$ cat src/rtl/beep_arb_pkg.sv
// Shared types and helpers for the beep arbiter: FSM encoding, tick divisor
// and the round-robin pick function.
package beep_arb_pkg;

  typedef enum logic [1:0] {
    ST_IDLE = 2'd0,
    ST_TONE = 2'd1,
    ST_GAP  = 2'd2
  } state_t;

  localparam int unsigned C_FCK_DEFAULT = 48_000_000;
  localparam int unsigned C_MS_PER_S    = 1000;
  localparam int unsigned C_TICK_DIV_DEFAULT = C_FCK_DEFAULT / C_MS_PER_S;

  typedef struct packed {
    logic       valid;
    logic [1:0] idx;
  } grant_t;

  // Number of clock cycles in one 1 ms tick.
  function automatic int unsigned tick_div(input int unsigned fck);
    return fck / C_MS_PER_S;
  endfunction

  function automatic logic [3:0] onehot4(input logic [1:0] idx);
    return 4'b0001 << idx;
  endfunction

  // Search starts one past the last granted requester and wraps 3 -> 0.
  function automatic grant_t rr_pick(input logic [3:0] req, input logic [1:0] last);
    grant_t     g;
    logic [1:0] cand;
    g = '0;
    for (int i = 1; i <= 4; i++) begin
      cand = last + 2'(i);
      if (!g.valid && req[cand]) begin
        g.valid = 1'b1;
        g.idx   = cand;
      end
    end
    return g;
  endfunction

endpackage

$ cat src/rtl/beep_arb_ms_tick.sv
// 1 ms prescaler: TICK_o is high on the last cycle of every C_DIV-cycle
// period; RESTART_i realigns the period so durations start cycle-exact.
module ms_tick #(
  parameter int unsigned C_DIV = 48_000
) (
  input  logic CK_i,
  input  logic XARST_i,
  input  logic RESTART_i,
  output logic TICK_o
);

  localparam int unsigned    C_W    = (C_DIV > 1) ? $clog2(C_DIV) : 1;
  localparam logic [C_W-1:0] C_LAST = C_W'(C_DIV - 1);

  logic [C_W-1:0] cnt;

  always_ff @(posedge CK_i) begin
    if (!XARST_i) begin
      cnt <= '0;
    end else if (RESTART_i || cnt == C_LAST) begin
      cnt <= '0;
    end else begin
      cnt <= cnt + C_W'(1);
    end
  end

  assign TICK_o = (cnt == C_LAST);

endmodule

$ cat src/rtl/beep_arb.sv
// Beep arbiter: grants one of four tone requesters round-robin, plays its key
// for LEN ms, then holds a fixed silent gap before the next grant.
module beep_arb
  import beep_arb_pkg::*;
#(
  parameter int unsigned C_FCK    = C_FCK_DEFAULT,
  parameter int unsigned C_GAP_MS = 10
) (
  input  logic       CK_i,
  input  logic       XARST_i,
  input  logic [3:0] REQ_i,
  input  logic [7:0] KEY0_i,
  input  logic [7:0] KEY1_i,
  input  logic [7:0] KEY2_i,
  input  logic [7:0] KEY3_i,
  input  logic [7:0] LEN0_i,
  input  logic [7:0] LEN1_i,
  input  logic [7:0] LEN2_i,
  input  logic [7:0] LEN3_i,
  input  logic       ABORT_i,
  output logic [3:0] ACK_o,
  output logic [3:0] DONE_o,
  output logic [7:0] KEY_o,
  output logic       BUSY_o
);

  localparam int unsigned C_DIV      = tick_div(C_FCK);
  localparam logic [7:0]  C_GAP_LAST = 8'(C_GAP_MS - 1);

  state_t     state;
  logic [1:0] rr_ptr;
  logic [7:0] key_lat;
  logic [7:0] len_lat;
  logic [7:0] ticks;
  logic [7:0] sel_key;
  logic [7:0] sel_len;
  logic       tick;
  logic       restart;
  logic       tone_end;
  logic       gap_end;
  grant_t     pick;

  ms_tick #(
    .C_DIV(C_DIV)
  ) u_ms_tick (
    .CK_i      (CK_i),
    .XARST_i   (XARST_i),
    .RESTART_i (restart),
    .TICK_o    (tick)
  );

  // Counters are held at zero in IDLE and cleared again on the TONE->GAP
  // edge, so both phases start from a fresh prescaler period.
  always_comb begin
    pick    = rr_pick(REQ_i, rr_ptr);
    sel_key = KEY0_i;
    sel_len = LEN0_i;
    case (pick.idx)
      2'd1: begin
        sel_key = KEY1_i;
        sel_len = LEN1_i;
      end
      2'd2: begin
        sel_key = KEY2_i;
        sel_len = LEN2_i;
      end
      2'd3: begin
        sel_key = KEY3_i;
        sel_len = LEN3_i;
      end
      default: begin
        sel_key = KEY0_i;
        sel_len = LEN0_i;
      end
    endcase
    tone_end = (state == ST_TONE) && (ABORT_i || ticks == len_lat);
    gap_end  = (state == ST_GAP) && (ABORT_i || (tick && ticks == C_GAP_LAST));
    restart  = (state == ST_IDLE) || tone_end;
  end

  always_ff @(posedge CK_i) begin
    if (!XARST_i) begin
      ticks <= '0;
    end else if (restart) begin
      ticks <= '0;
    end else if (tick) begin
      ticks <= ticks + 8'd1;
    end
  end

  // The key appears one cycle after ACK and stays for exactly LEN ticks;
  // rr_ptr doubles as the index of the requester currently being served.
  always_ff @(posedge CK_i) begin
    if (!XARST_i) begin
      state   <= ST_IDLE;
      rr_ptr  <= 2'd3;
      key_lat <= '0;
      len_lat <= '0;
      ACK_o   <= '0;
      DONE_o  <= '0;
      KEY_o   <= '0;
      BUSY_o  <= 1'b0;
    end else begin
      ACK_o  <= '0;
      DONE_o <= '0;
      case (state)
        ST_IDLE: begin
          KEY_o <= '0;
          if (pick.valid) begin
            ACK_o   <= onehot4(pick.idx);
            rr_ptr  <= pick.idx;
            key_lat <= sel_key;
            len_lat <= sel_len;
            BUSY_o  <= 1'b1;
            state   <= ST_TONE;
          end
        end
        ST_TONE: begin
          if (tone_end) begin
            KEY_o  <= '0;
            DONE_o <= onehot4(rr_ptr);
            state  <= ST_GAP;
          end else begin
            KEY_o <= key_lat;
          end
        end
        ST_GAP: begin
          KEY_o <= '0;
          if (gap_end) begin
            BUSY_o <= 1'b0;
            state  <= ST_IDLE;
          end
        end
        default: begin
          KEY_o  <= '0;
          BUSY_o <= 1'b0;
          state  <= ST_IDLE;
        end
      endcase
    end
  end

endmodule

$ cat config.mk
export PLATFORM = sky130hd
export DESIGN_NAME = beep_arb
export DESIGN_NICKNAME = d
export VERILOG_FILES = /design/src/rtl/beep_arb_pkg.sv /design/src/rtl/beep_arb_ms_tick.sv /design/src/rtl/beep_arb.sv
export SDC_FILE = /design/constraint.sdc
export NUM_CORES = 1
export LEC_CHECK = 0
export CAP_MARGIN = 10
export CORE_MARGIN = 5
export CORE_UTILIZATION = 50
export DETAILED_ROUTE_END_ITERATION = 12
export PLACE_DENSITY = 0.82
export SLEW_MARGIN = 10
export SYNTH_ARGS = -nofsm -noshare
export SYNTH_HDL_FRONTEND = slang
export SYNTH_SLANG_ARGS = --single-unit
export TNS_END_PERCENT = 30
$ cat constraint.sdc
create_clock -name CK_i -period 4.26 [get_ports CK_i]
set_clock_uncertainty 0.15 [all_clocks]
set_input_delay 0.426 -clock CK_i [delete_from_list [all_inputs] [get_ports CK_i]]
set_output_delay 0.426 -clock CK_i [all_outputs]
set_load 0.02 [all_outputs]
==> results of run 1 <==
[layout by cell type, fill, tap and decap left out, types with 4 or more instances in the layout]
cell type        netlist  final
and3_1                 9      9
nand3_1               44     44
and4_1                 5      5
o211ai_1               8      8
clkdlybuf4s50_1        0     87
o211ai_2              10     10
dfxtp_1               61     61
xor2_1                23     23
clkbuf_8               0     11
inv_1                  5      5
mux2i_1               33     33
nand2_1               29     29
a21oi_1               33     33
nor2_1                39     39
nand4_1                4      4
and2_1                 9      9
xnor2_1                6      6
[registers in the layout (all words and copies together) (netlist names)]
name	count
len_lat	8
ticks	8
KEY_o	8
ACK_o	4
key_lat	8
DONE_o	4
u_ms_tick.cnt	16
state	2
rr_ptr	2
BUSY_o	1
[worst min path at each step]
| stage | from | endpoint | slack [ns] | cells past startpoint |
|---|---|---|---|---|
| detailed placement | key_lat[0] | KEY_o[0] | 0.29 | 1 |
| floorplan | u_ms_tick.cnt[0] | u_ms_tick.cnt[0] | 0.27 | 1 |
| CTS | key_lat[0] | KEY_o[0] | 0.31 | 1 |
| finish | key_lat[0] | KEY_o[0] | 0.31 | 1 |
| global placement | u_ms_tick.cnt[0] | u_ms_tick.cnt[0] | 0.28 | 1 |
| global route | key_lat[0] | KEY_o[0] | 0.32 | 1 |
[cells by family after synthesis]
logic type,share of synthesized area
AND/OR/NAND/NOR,0.246
multiplexers,0.0992
flip-flops,0.367
AO/OA/AOI/OAI,0.138
adder cells (fa/ha/maj),0.0113
buffers and inverters,0.0617
XOR/XNOR,0.0763
[final cells by class]
cell class | instances | area (um^2) | area share
multi-input combinational | 287 | 1910 | 0.444
clock buffer | 12 | 155 | 0.0361
sequential | 61 | 1220 | 0.284
timing repair buffer | 89 | 886 | 0.206
inverter | 5 | 18.8 | 0.00437
clock inverter | 2 | 10.0 | 0.00233
tap | 77 | 96.3 | 0.0224
[power breakdown]
group / leakage (nW) / switching, mW / internal (mW)
clock network: 0.0881 / 0.214 / 0.235
logic: 1.14 / 0.249 / 0.216
registers: 0.497 / 0.0432 / 0.634
[metrics by stage]
stage	utilization	cell area, um^2
2_1_floorplan	-	3330
3_3_place_gp	0.643	4130
3_5_place_dp	0.643	4130
4_1_cts	0.669	4300
5_1_grt	0.669	4300
6_report	0.669	4300
[metal layers]
layer | GRT usage | vias up | part of all wire
met5 | 0 | - | 0
met4 | 0.0641 | 0 | 0.011
met3 | 0.0636 | 9 | 0.081
met2 | 0.315 | 100 | 0.49
met1 | 0.243 | 1378 | 0.42
li1 | - | 1478 | -
[cell usage after synthesis (2+ instances only)]
library cell	instances
and2_1	9
and3_1	9
ha_1	3
inv_1	5
nor2_1	39
xnor2_1	6
buf_2	10
nand2_2	2
o211ai_2	10
nand3_1	44
and4_1	5
and2_4	2
nand4_1	4
dfxtp_1	61
buf_4	3
nor4_1	2
xor2_1	23
nor2b_1	2
o211ai_1	8
nand2_1	29
nand2b_1	3
mux2i_1	33
o21ai_0	2
buf_6	4
a21oi_1	33
clkbuf_1	9
==> results.md, run 1 <==
- Status: finished, final reports clean
- Crit path arrival time: 2.83 ns
- DR vias: 2965
- TritonCTS clock tree: yes
- Crit start category: input port
- Slowest Stage Delay on Critical Path: 0.97 ns
- WL/cell: 15.1 um
- Mapped Nets: 455
- Final Hold Vio Count: 0
- Final setup viols: 0
- Final worst setup slack: 1.53 ns
- Initial core utilization: 0.518
- Drt drc: 0
- Yosys reg bits: 61
- Crit. End Element: flip-flop
- PortBufs: 87
- CP Launch Point: REQ_i[1]
- Number of max-cap violations: 0
- WS Path Type: in2reg
- Routability Congestion: 0.788
- Power Total: 1.59 mW
- RSZ-0062 raised after global routing: no
- Crit path to: key_lat[2]
- Final wirelength: ~8000 um
- Worst-path clk slew: 0.06 ns
- Gr usage total: 0.194
- Worst-Margin Slew: between 1 and 1.5 ns
- Hold WS: 0.306 ns
- CTS Hold Bufs: 0
- TritonCTS buffer count: 9
- Period utilisation layout: 0.641
- Core region area: 6420 um^2
- IO Count: ~90
- Top cell type's share of synthesized area: 0.367
- Syn. warnings: 0
- Drt via density: 5.56
- DP HPWL: 5900 um
- Final Non-Filler Cells: 533
- Clk sink count: 61
- Die Ht: between 90 and 100 um
- Worst path bufs/invs: 1
- Final Max Slew Viols: 0
- Fin Setup TNS: 0 ns
- Fin crit period: 2.73 ns
- Pre-CTS setup slack: 1.24 ns
- Max transition margin: 0.186
- # resized after CTS: 0
- Placed cells: ~520
- Syn Inst Count: 381
- Leakage: 1.72 nW
- Htree depth: 3
- Die Span X: 91.6 um
- CTS Buffer Depth: 2
- Global route total overflow: 0
- Initial antenna violation count: 0
- CP max FO: 34
- 1st-iter DRT viols: 126
- Fillers: 545
- First-pass GRT wire length: about 13000 um
- Share of layout cells above drive strength 1: 0.0811
- CP max-delay cell: o32a_1
- R2R depth: 4
- Peak Freq: 366 MHz
- HP Class: reg2reg
- Largest net degree at the start of global routing: 36
- Crit path required time: 4.36 ns
- Post-synthesis cell type count: 47
- PwrDens: 370 nW/um^2
- FF-to-FF Start: rr_ptr[1]
- Final nets: ~530
- Pre-antenna DRT Iters: 5
- Post-route ant nets: 0
- Largest area contributor in the synthesized netlist: dfxtp_1
- Area contributors post-synth: dfxtp_1, mux2i_1, nand3_1
- Post-CTS setup buffer count: 0
- Vias in the first global route: 2829
- Syn Area/Cell: 8.74 um^2
- Critical path cell sequence: clkdlybuf4s50_1, nor2_1, o32a_1, nand3_4, o211ai_1
- VDD IR-drop max: between 0.0003 and 0.0004 V
- CTS Root Cell: clkbuf_8
- # rows: 29
- Ys async rst share: 0
- Reg2reg setup slack: 1.71 ns
- Crit path depth: 5
- Clock Latency Late Sink: approximately 0.34 ns
- P&R area growth vs syn: 29.1%
- Sequential area share after synthesis: 0.367
- Synthesized area: 3330 um^2
- N_diodes: 0
- R2R Path End: key_lat[2]
- Post-synth EDFFs: 0
- Die Area: roughly 8400 um^2
- Delay-heaviest family, CP: compound AO/OA/AOI/OAI gates
- Top_reg_cell synth: dfxtp_1
(Power assumes the default switching activity.)
==> run 2: changes to the inputs <==
--- a/config.mk
+++ b/config.mk
@@ -7,9 +7,9 @@
 export LEC_CHECK = 0
 export CAP_MARGIN = 10
 export CORE_MARGIN = 5
-export CORE_UTILIZATION = 50
+export CORE_UTILIZATION = 44
 export DETAILED_ROUTE_END_ITERATION = 12
-export PLACE_DENSITY = 0.82
+export PLACE_DENSITY = 0.76
 export SLEW_MARGIN = 10
 export SYNTH_ARGS = -nofsm -noshare
 export SYNTH_HDL_FRONTEND = slang
==> constraint.sdc (replaced) <==
create_clock -name CK_i -period 2.5 [get_ports CK_i]
set_clock_uncertainty 0.15 [all_clocks]
set_input_delay 0.25 -clock CK_i [delete_from_list [all_inputs] [get_ports CK_i]]
set_output_delay 0.25 -clock CK_i [all_outputs]
set_load 0.02 [all_outputs]
==> run 2 against run 1 <==
Against the previous run: global-route usage decreased by 2.1 points; non-clock buffer count increased by 7; wire length is 0.15% higher; count of clock-buffer cells in the layout decreased by 3; total power grew 80%; critical path type unchanged; largest power group unchanged; highest routed layer unchanged.
==> results.md, run 2 (synthesized netlist as in run 1, its figures left out) <==
- HP Class: reg2reg
- Number of max-cap violations: 0 (unchanged)
- Gr usage total: 0.173 (-0.0213)
- N_diodes: 0 (unchanged)
- IO Count: 88 (unchanged)
- Pre-antenna DRT Iters: 4 (-1)
- TritonCTS clock tree: yes
- WL/cell: 14.3 um (-5.4%)
- R2R Path End: u_ms_tick.cnt[5]
- Clk sink count: 61 (unchanged)
- Htree depth: 3 (unchanged)
- Crit path arrival time: 2.14 ns (-0.69 ns)
- Placed Area: 4240 um^2 (+2.7%)
- # resized after CTS: 0 (unchanged)
- DP HPWL: 6080 um (+3.0%)
- Worst-Margin Slew: 0.598 ns (-0.622 ns)
- Final nets: 534 (+1.3%)
- PwrDens: 644 nW/um^2 (+74%)
- Clock Latency Late Sink: 0.33 ns (about the same)
- CTS Hold Bufs: 0 (unchanged)
- Routability Congestion: 0.832 (+5.6%)
- Crit path required time: 2.56 ns (-1.80 ns)
- Most common cell after layout, fill and taps aside: clkdlybuf4s50_1
- Die Area: 9400 um^2 (+12%)
- Initial core utilization: 0.456 (-0.0618)
- Area of the multi-input gates: 1900 um^2 (-0.33%)
- Final setup viols: 0 (unchanged)
- Max FFs per register: 16 (unchanged)
- VDD IR-drop max: 0.000324 V (+5.0%)
- TritonCTS buffer count: 9 (unchanged)
- PortBufs: 87 (unchanged)
- CTS Buffer Depth: 2 (unchanged)
- Peak Freq: 479 MHz
- Fin Setup TNS: 0 ns (unchanged)
- CTS Root Cell: clkbuf_8
- Max transition margin: 0.600 (+0.415)
- Most frequent cells in the layout: clkdlybuf4s50_1, dfxtp_1, nand3_1
- Share of layout cells above drive strength 1: 0.101 (+0.0199)
- Fin crit period: 2.09 ns
- Post-CTS setup buffer count: 0 (unchanged)
- Final Core Density: 0.609 (-0.0599)
- Period utilisation layout: 0.835
- 1st-iter DRT viols: 129 (+2.4%)
- Die Span X: 97.0 um (+5.9%)
- Worst-path clk slew: 0.07 ns (about the same)
- Power Total: 2.86 mW (+80%)
- Drt drc: 0 (unchanged)
- FF-to-FF Start: ticks[4]
- Register area: 1220 um^2 (unchanged)
- Vias in the first global route: 2923 (+3.3%)
- R2R depth: 5 (+1)
- Global route total overflow: 0 (unchanged)
- Hold WS: 0.312 ns (+0.00547 ns)
- Status: finished, final reports clean
- CP max FO: 34 (unchanged)
- DR vias: 2925 (-1.3%)
- # rows: 31 (+6.9%)
- Post-route ant nets: 0 (unchanged)
- Crit path to: key_lat[1]
- RSZ-0062 raised after global routing: no
- WS Path Type: in2reg
- Post-route cell area: 4440 um^2 (+3.4%)
- Largest net degree at the start of global routing: 35 (-2.8%)
- CP Launch Point: REQ_i[1]
- Core region area: 7290 um^2 (+14%)
- Final Hold Vio Count: 0 (unchanged)
- Biggest register: u_ms_tick.cnt
- Reg2reg setup slack: 0.46 ns (-1.25 ns)
- Fillers: 648 (+19%)
- P&R area growth vs syn: 33.5%
- Die Ht: 97.0 um (+5.9%)
- Initial antenna violation count: 0 (unchanged)
- Final wirelength: 8040 um (+0.15%)
- First-pass GRT wire length: 13700 um (+4.0%)
- Final Max Slew Viols: 0 (unchanged)
- Crit. End Element: flip-flop
- Hold Path Cell Cnt: 1 (unchanged)
- Crit start category: input port
- Drt via density: 5.19 (-6.8%)
- Leakage: 1.77 nW (+2.9%)
run 2: worst min-delay path by stage:
| stage | from | endpoint | slack [ns] |
|---|---|---|---|
| final | u_ms_tick.cnt[0] | u_ms_tick.cnt[0] | 0.31 |
| after global routing | key_lat[0] | KEY_o[0] | 0.32 |
| after CTS | key_lat[0] | KEY_o[0] | 0.31 |
| after detailed placement | u_ms_tick.cnt[0] | u_ms_tick.cnt[0] | 0.29 |
| after global placement | u_ms_tick.cnt[0] | u_ms_tick.cnt[0] | 0.28 |
| after floorplan | u_ms_tick.cnt[0] | u_ms_tick.cnt[0] | 0.27 |
run 2: critical path, cell delays in order:
cell	delay, ns
clkdlybuf4s50_1	0.48
or4_1	0.56
buf_4	0.26
and2_4	0.20
nand3_4	0.24
o211ai_1	0.15
run 2: through the flow:
step                      std cells  setup slack (ns)
final                           564             0.413
after floorplan                 381             0.622
after detailed placement        548            0.0780
after CTS                       564             0.435
after global routing            564             0.269
after global placement          548             0.141
run 2: final cells by class:
| cell class | count | share of cell area |
|---|---|---|
| clock buffer | 9 | 0.0279 |
| multi-input combinational | 287 | 0.428 |
| inverter | 5 | 0.00423 |
| sequential | 61 | 0.275 |
| timing repair buffer | 96 | 0.220 |
| tap | 99 | 0.0279 |
| clock inverter | 7 | 0.0169 |
run 2: report_power, final:
group,switching (mW),total (mW),internal (mW),leakage [nW]
clock,0.405,0.868,0.463,0.0918
sequential,0.0749,1.15,1.08,0.497
combinational,0.434,0.838,0.404,1.18
run 2: layer usage:
layer  wire [um]  global-route usage  vias up  share of wire
met5           0                   0        -              0
met4          96              0.0551        0          0.012
met3         565              0.0446       10          0.070
met2        3780               0.287       95           0.47
met1        3600               0.219     1327           0.45
li1            -                   -     1493              -
==> run 3: changes to the inputs <==
==> constraint.sdc (replaced) <==
create_clock -name CK_i -period 1.8 [get_ports CK_i]
set_clock_uncertainty 0.15 [all_clocks]
set_input_delay 0.18 -clock CK_i [delete_from_list [all_inputs] [get_ports CK_i]]
set_output_delay 0.18 -clock CK_i [all_outputs]
set_load 0.02 [all_outputs]
==> run 3 against run 2 <==
Against the previous run: worst hold slack lost 0.0018 ns; highest routed layer unchanged; largest power group is now combinational logic; the flow now finishes with violations (negative setup slack); sequential share of layout area shrank 3.3 points; count of clock-buffer cells in the layout is the same.
==> results.md, run 3 (synthesized netlist as in run 1, its figures left out) <==
- Status: finished with violations
- Failing checks: negative setup slack
- Initial core utilization: 0.456 (unchanged)
- Drt drc: 0 (unchanged)
- Fin crit period: 1.85 ns
- Routability Congestion: 0.892 (+7.2%)
- CTS Hold Bufs: 0 (unchanged)
- VDD IR-drop max: 0.000471 V (+45%)
- CTS Buffer Depth: 2 (unchanged)
- Worst-path clk slew: 0.07 ns (about the same)
- Most common cell after layout, fill and taps aside: clkdlybuf4s50_1
- N_diodes: 0 (unchanged)
- Crit path arrival time: 1.93 ns (-0.21 ns)
- RSZ-0062 raised after global routing: yes
- Post-route cell area: 5090 um^2 (+15%)
- Number of max-cap violations: 0 (unchanged)
- Peak Freq: 539 MHz
- Vias in the first global route: 3150 (+7.8%)
- TritonCTS buffer count: 9 (unchanged)
- DP HPWL: 6650 um (+9.3%)
- Crit path required time: 1.87 ns (-0.69 ns)
- 1st-iter DRT viols: 133 (+3.1%)
- Initial antenna violation count: 0 (unchanged)
- Final Hold Vio Count: 0 (unchanged)
- Gr usage total: 0.184 (+0.0106)
- Share of layout cells above drive strength 1: 0.253 (+0.152)
- Final setup viols: 12 (+12)
- Max transition margin: 0.752 (+0.151)
- Pre-antenna DRT Iters: 5 (+1)
- Power Total: 4.45 mW (+56%)
- Placed Area: 4540 um^2 (+6.9%)
- CP max FO: 7 (-79%)
- TritonCTS clock tree: yes
- Die Span X: 97.0 um (unchanged)
- Final Core Density: 0.697 (+0.0884)
- First-pass GRT wire length: 14400 um (+5.5%)
- DR vias: 3259 (+11%)
- Hold WS: 0.310 ns (-0.00182 ns)
- Post-route ant nets: 0 (unchanged)
- Slowest Stage Delay on Critical Path: 0.38 ns (-0.18 ns)
- P&R area growth vs syn: 52.8%
- Biggest register: u_ms_tick.cnt
- Final nets: 576 (+7.9%)
- Final wirelength: 9650 um (+20%)
- Delay-heaviest family, CP: compound AO/OA/AOI/OAI gates
- Worst Hold Launch: key_lat[3]
- Global route total overflow: 0 (unchanged)
- Crit. End Element: flip-flop
- CTS Root Cell: clkbuf_8
- PortBufs: 87 (unchanged)
- Final worst setup slack: -0.0541 ns (-0.467 ns)
- Period utilisation layout: 1.03
- Max FFs per register: 16 (unchanged)
- Most frequent cells in the layout: clkdlybuf4s50_1, dfxtp_1, nand3_1
- Fin Setup TNS: -0.351 ns (-0.351 ns)
- Worst-Margin Slew: 0.371 ns (-0.227 ns)
- Worst path bufs/invs: 2 (unchanged)
- Htree depth: 3 (unchanged)
- Final Max Slew Viols: 0 (unchanged)
- Die Ht: 97.0 um (unchanged)
- HP Class: reg2reg
- Leakage: 2.00 nW (+13%)
- Drt via density: 5.39 (+3.9%)
- PwrDens: 876 nW/um^2 (+36%)
- Core region area: 7290 um^2 (unchanged)
- Largest net degree at the start of global routing: 34 (-2.9%)
- # rows: 31 (unchanged)
- FF-to-FF Start: rr_ptr[1]
- Crit start category: flip-flop
- Fillers: 552 (-15%)
- Clock Latency Late Sink: 0.35 ns (+0.02 ns)
- Clk sink count: 61 (unchanged)
- CP Launch Point: rr_ptr[1]
- IO Count: 88 (unchanged)
- Critical path cell sequence: mux2i_1, o22a_1, o21a_4, buf_6, buf_16, mux2i_2, o211ai_2
- Die Area: 9400 um^2 (unchanged)
- WS Path Type: reg2reg
- WL/cell: 15.9 um (+12%)
- CP max-delay cell: dfxtp_4
[run 3: through the flow]
stage | setup slack [ns] | cells
after detailed placement | -0.399 | 581
after global routing | -0.138 | 605
final | -0.0541 | 605
after floorplan | 0.000117 | 381
after CTS | 0.000769 | 599
after global placement | -0.348 | 581
[run 3: per-layer routing]
layer | GRT usage | wire length, um | vias up
met5 | 0 | 0 | -
met1 | 0.227 | 4020 | 1545
met2 | 0.308 | 4950 | 119
met4 | 0.0702 | 160 | 0
li1 | - | - | 1577
met3 | 0.0439 | 515 | 18
[run 3: timing repair]
action / CTS / global route
pin swaps: 5 / 7
gates cloned: 1 / 1
setup buffers: 2 / 5
gates resized for setup: 12 / 46
endpoints found under the setup margin: 51 / 56
[run 3: path summary, 6_finish.rpt]
check               end  slack (ns)  depth (start not counted)
max          len_lat[0]       -0.05                          7
min            KEY_o[3]        0.31                          1
max reg2reg  len_lat[0]       -0.05                          7
min reg2reg    KEY_o[3]        0.31                          1
[run 3: worst reg2reg max path, stage by stage, from the launching register on]
cell and delay [ns]:
dfxtp_4 0.38, mux2i_1 0.20, o22a_1 0.19, o21a_4 0.22, buf_6 0.14, buf_16 0.13
mux2i_2 0.24, o211ai_2 0.11
[run 3: area by class of cell]
cell class,count,area (um^2),area share
well taps,99,124,0.0244
clock inverters,6,65.1,0.0128
repair buffers,138,1410,0.277
inverters,5,18.8,0.00369
clock buffers,9,124,0.0244
multi-input cells,287,2110,0.415
flip-flops and latches,61,1230,0.242
[run 3: report_power, final]
part           switching [mW]  internal, mW  total (mW)
combinational           0.780         0.871        1.65
sequential              0.103          1.50        1.61
clock                   0.570         0.628        1.20
==> RTL edit, RTL diff (flow settings as in run 2) <==
The 3 states of `state_t` get a one-hot encoding in 3 bits.
--- a/src/rtl/beep_arb_pkg.sv
+++ b/src/rtl/beep_arb_pkg.sv
@@ -4,6 +4,6 @@
 
-  typedef enum logic [1:0] {
-    ST_IDLE = 2'd0,
-    ST_TONE = 2'd1,
-    ST_GAP  = 2'd2
+  typedef enum logic [2:0] {
+    ST_IDLE = 3'b001,
+    ST_TONE = 3'b010,
+    ST_GAP  = 3'b100
   } state_t;
Formal check against the unedited RTL: no difference found for any inputs over 10 cycles, from zero or initial values and one cycle with XARST_i low; not proved beyond that.
==> RTL edit against run 2 <==
- sequential cell count increased by 1
- sequential share of layout area increased by 1.5 points
- utilization increased by 1.7 points
- worst setup slack got worse by 170 ps
- cell area decreased by 3.7%
- routed wire length increased by 6.5%
- register-to-register slack got worse by 210 ps
- power increased by 0.33%
- synthesized area decreased by 7.1%
- count of clock-buffer cells in the layout increased by 2
- worst hold slack got worse by 6.3 ps
==> RTL edit: results <==
set metrics [dict create \
    yosys_warnings 0 \
    async_flop_share_pct 0 \
    worst_slew_margin_rel_pct 55.7 \
    synth-compound-area-share_pct 18.7 \
    nNetsFinal 520 \
    antenna_cells 0 \
    numPortBuffers 87 \
    place.gp.congestion 0.827 \
    use_met2_pct 31.7 \
    worstPathMaxFanout 13 \
    synth.top_cells.by_count "dfxtp_1 (62), nand2_1 (46), nor2_1 (38), nand3_1 (18)" \
    dpl_cell_area_um2 4060 \
    hp-class "reg -> reg" \
    synth_cell_types 55 \
    routedWlPerCell_um 15.7 \
    track_usage_pct 19.3 \
    slowest_stage "or4_4" \
    top_layer "met4" \
    cap_violations 0 \
    ir_drop_uv 322 \
    yosys-top-cells-area "dfxtp_1 (40%), nand2_1 (5.6%), nor2_1 (4.6%), o221ai_1 (4.5%), xnor2_1 (4.5%)" \
    path_clk_slew_ps 70 \
    status "complete, no violations" \
    met3_usage_pct 5.29 \
    max_stage_delay_ps 610 \
    cts_setup_buffers 0 \
    drive_above_1_share_pct 11.3 \
    p_seq_share_pct 40.1 \
    grt_max_degree 25 \
    path_delay_family "simple AND/OR/NAND/NOR gates" \
    wl_met2_um 3860 \
    synthXorXnorAreaFrac_pct 7.94 \
    num_vias 3014 \
    comb_power_share_pct 25.5 \
    synth-adder-area-share_pct 1.21 \
    use_met1_pct 23.8 \
    antenna_found_initial 0 \
    syn-num-nets 429 \
    grt_pass1_vias 2861 \
    htreeDepth 3 \
    p_int_mw 2.03 \
    p_leak_nw 1.52 \
    drtIter0Drc 179 \
    met1_length_um 3840 \
    seq_area_frac_synth_pct 40.2 \
    fill_cells 586 \
    dr.pass1.iters 5 \
    dr_wl_met3_um 695 \
    grt_pass1_wl_um 13500 \
    regMostFlops "u_ms_tick.cnt" \
    synthMuxAreaShare_pct 0.364 \
    dpl.hpwl_um 6450 \
]
-- RTL edit: final cells by class --
class | count | area, um^2 | share of cell area [%]
clock buffer | 11 | 151 | 3.54
sequential | 62 | 1240 | 29.0
multi-input combinational | 265 | 1680 | 39.4
clock inverter | 4 | 70.1 | 1.64
tap | 96 | 120 | 2.81
timing repair buffer | 103 | 991 | 23.2
inverter | 5 | 18.8 | 0.439
-- RTL edit: worst paths after layout --
check	cells after the start	slack, ps	start	endpoint
setup reg to reg	6	250	u_ms_tick.cnt[0]	u_ms_tick.cnt[5]
setup / recovery	6	250	u_ms_tick.cnt[0]	u_ms_tick.cnt[5]
hold reg to reg	2	310	key_lat[2]	KEY_o[2]
hold / removal	2	310	key_lat[2]	KEY_o[2]
-- RTL edit: metrics by stage --
stage	setup WS (ps)	cells	hold slack (ps)
detailed placement	120	531	292
CTS	224	546	302
finish	246	546	305
global route	102	546	327
global placement	155	531	283
floorplan	373	355	259
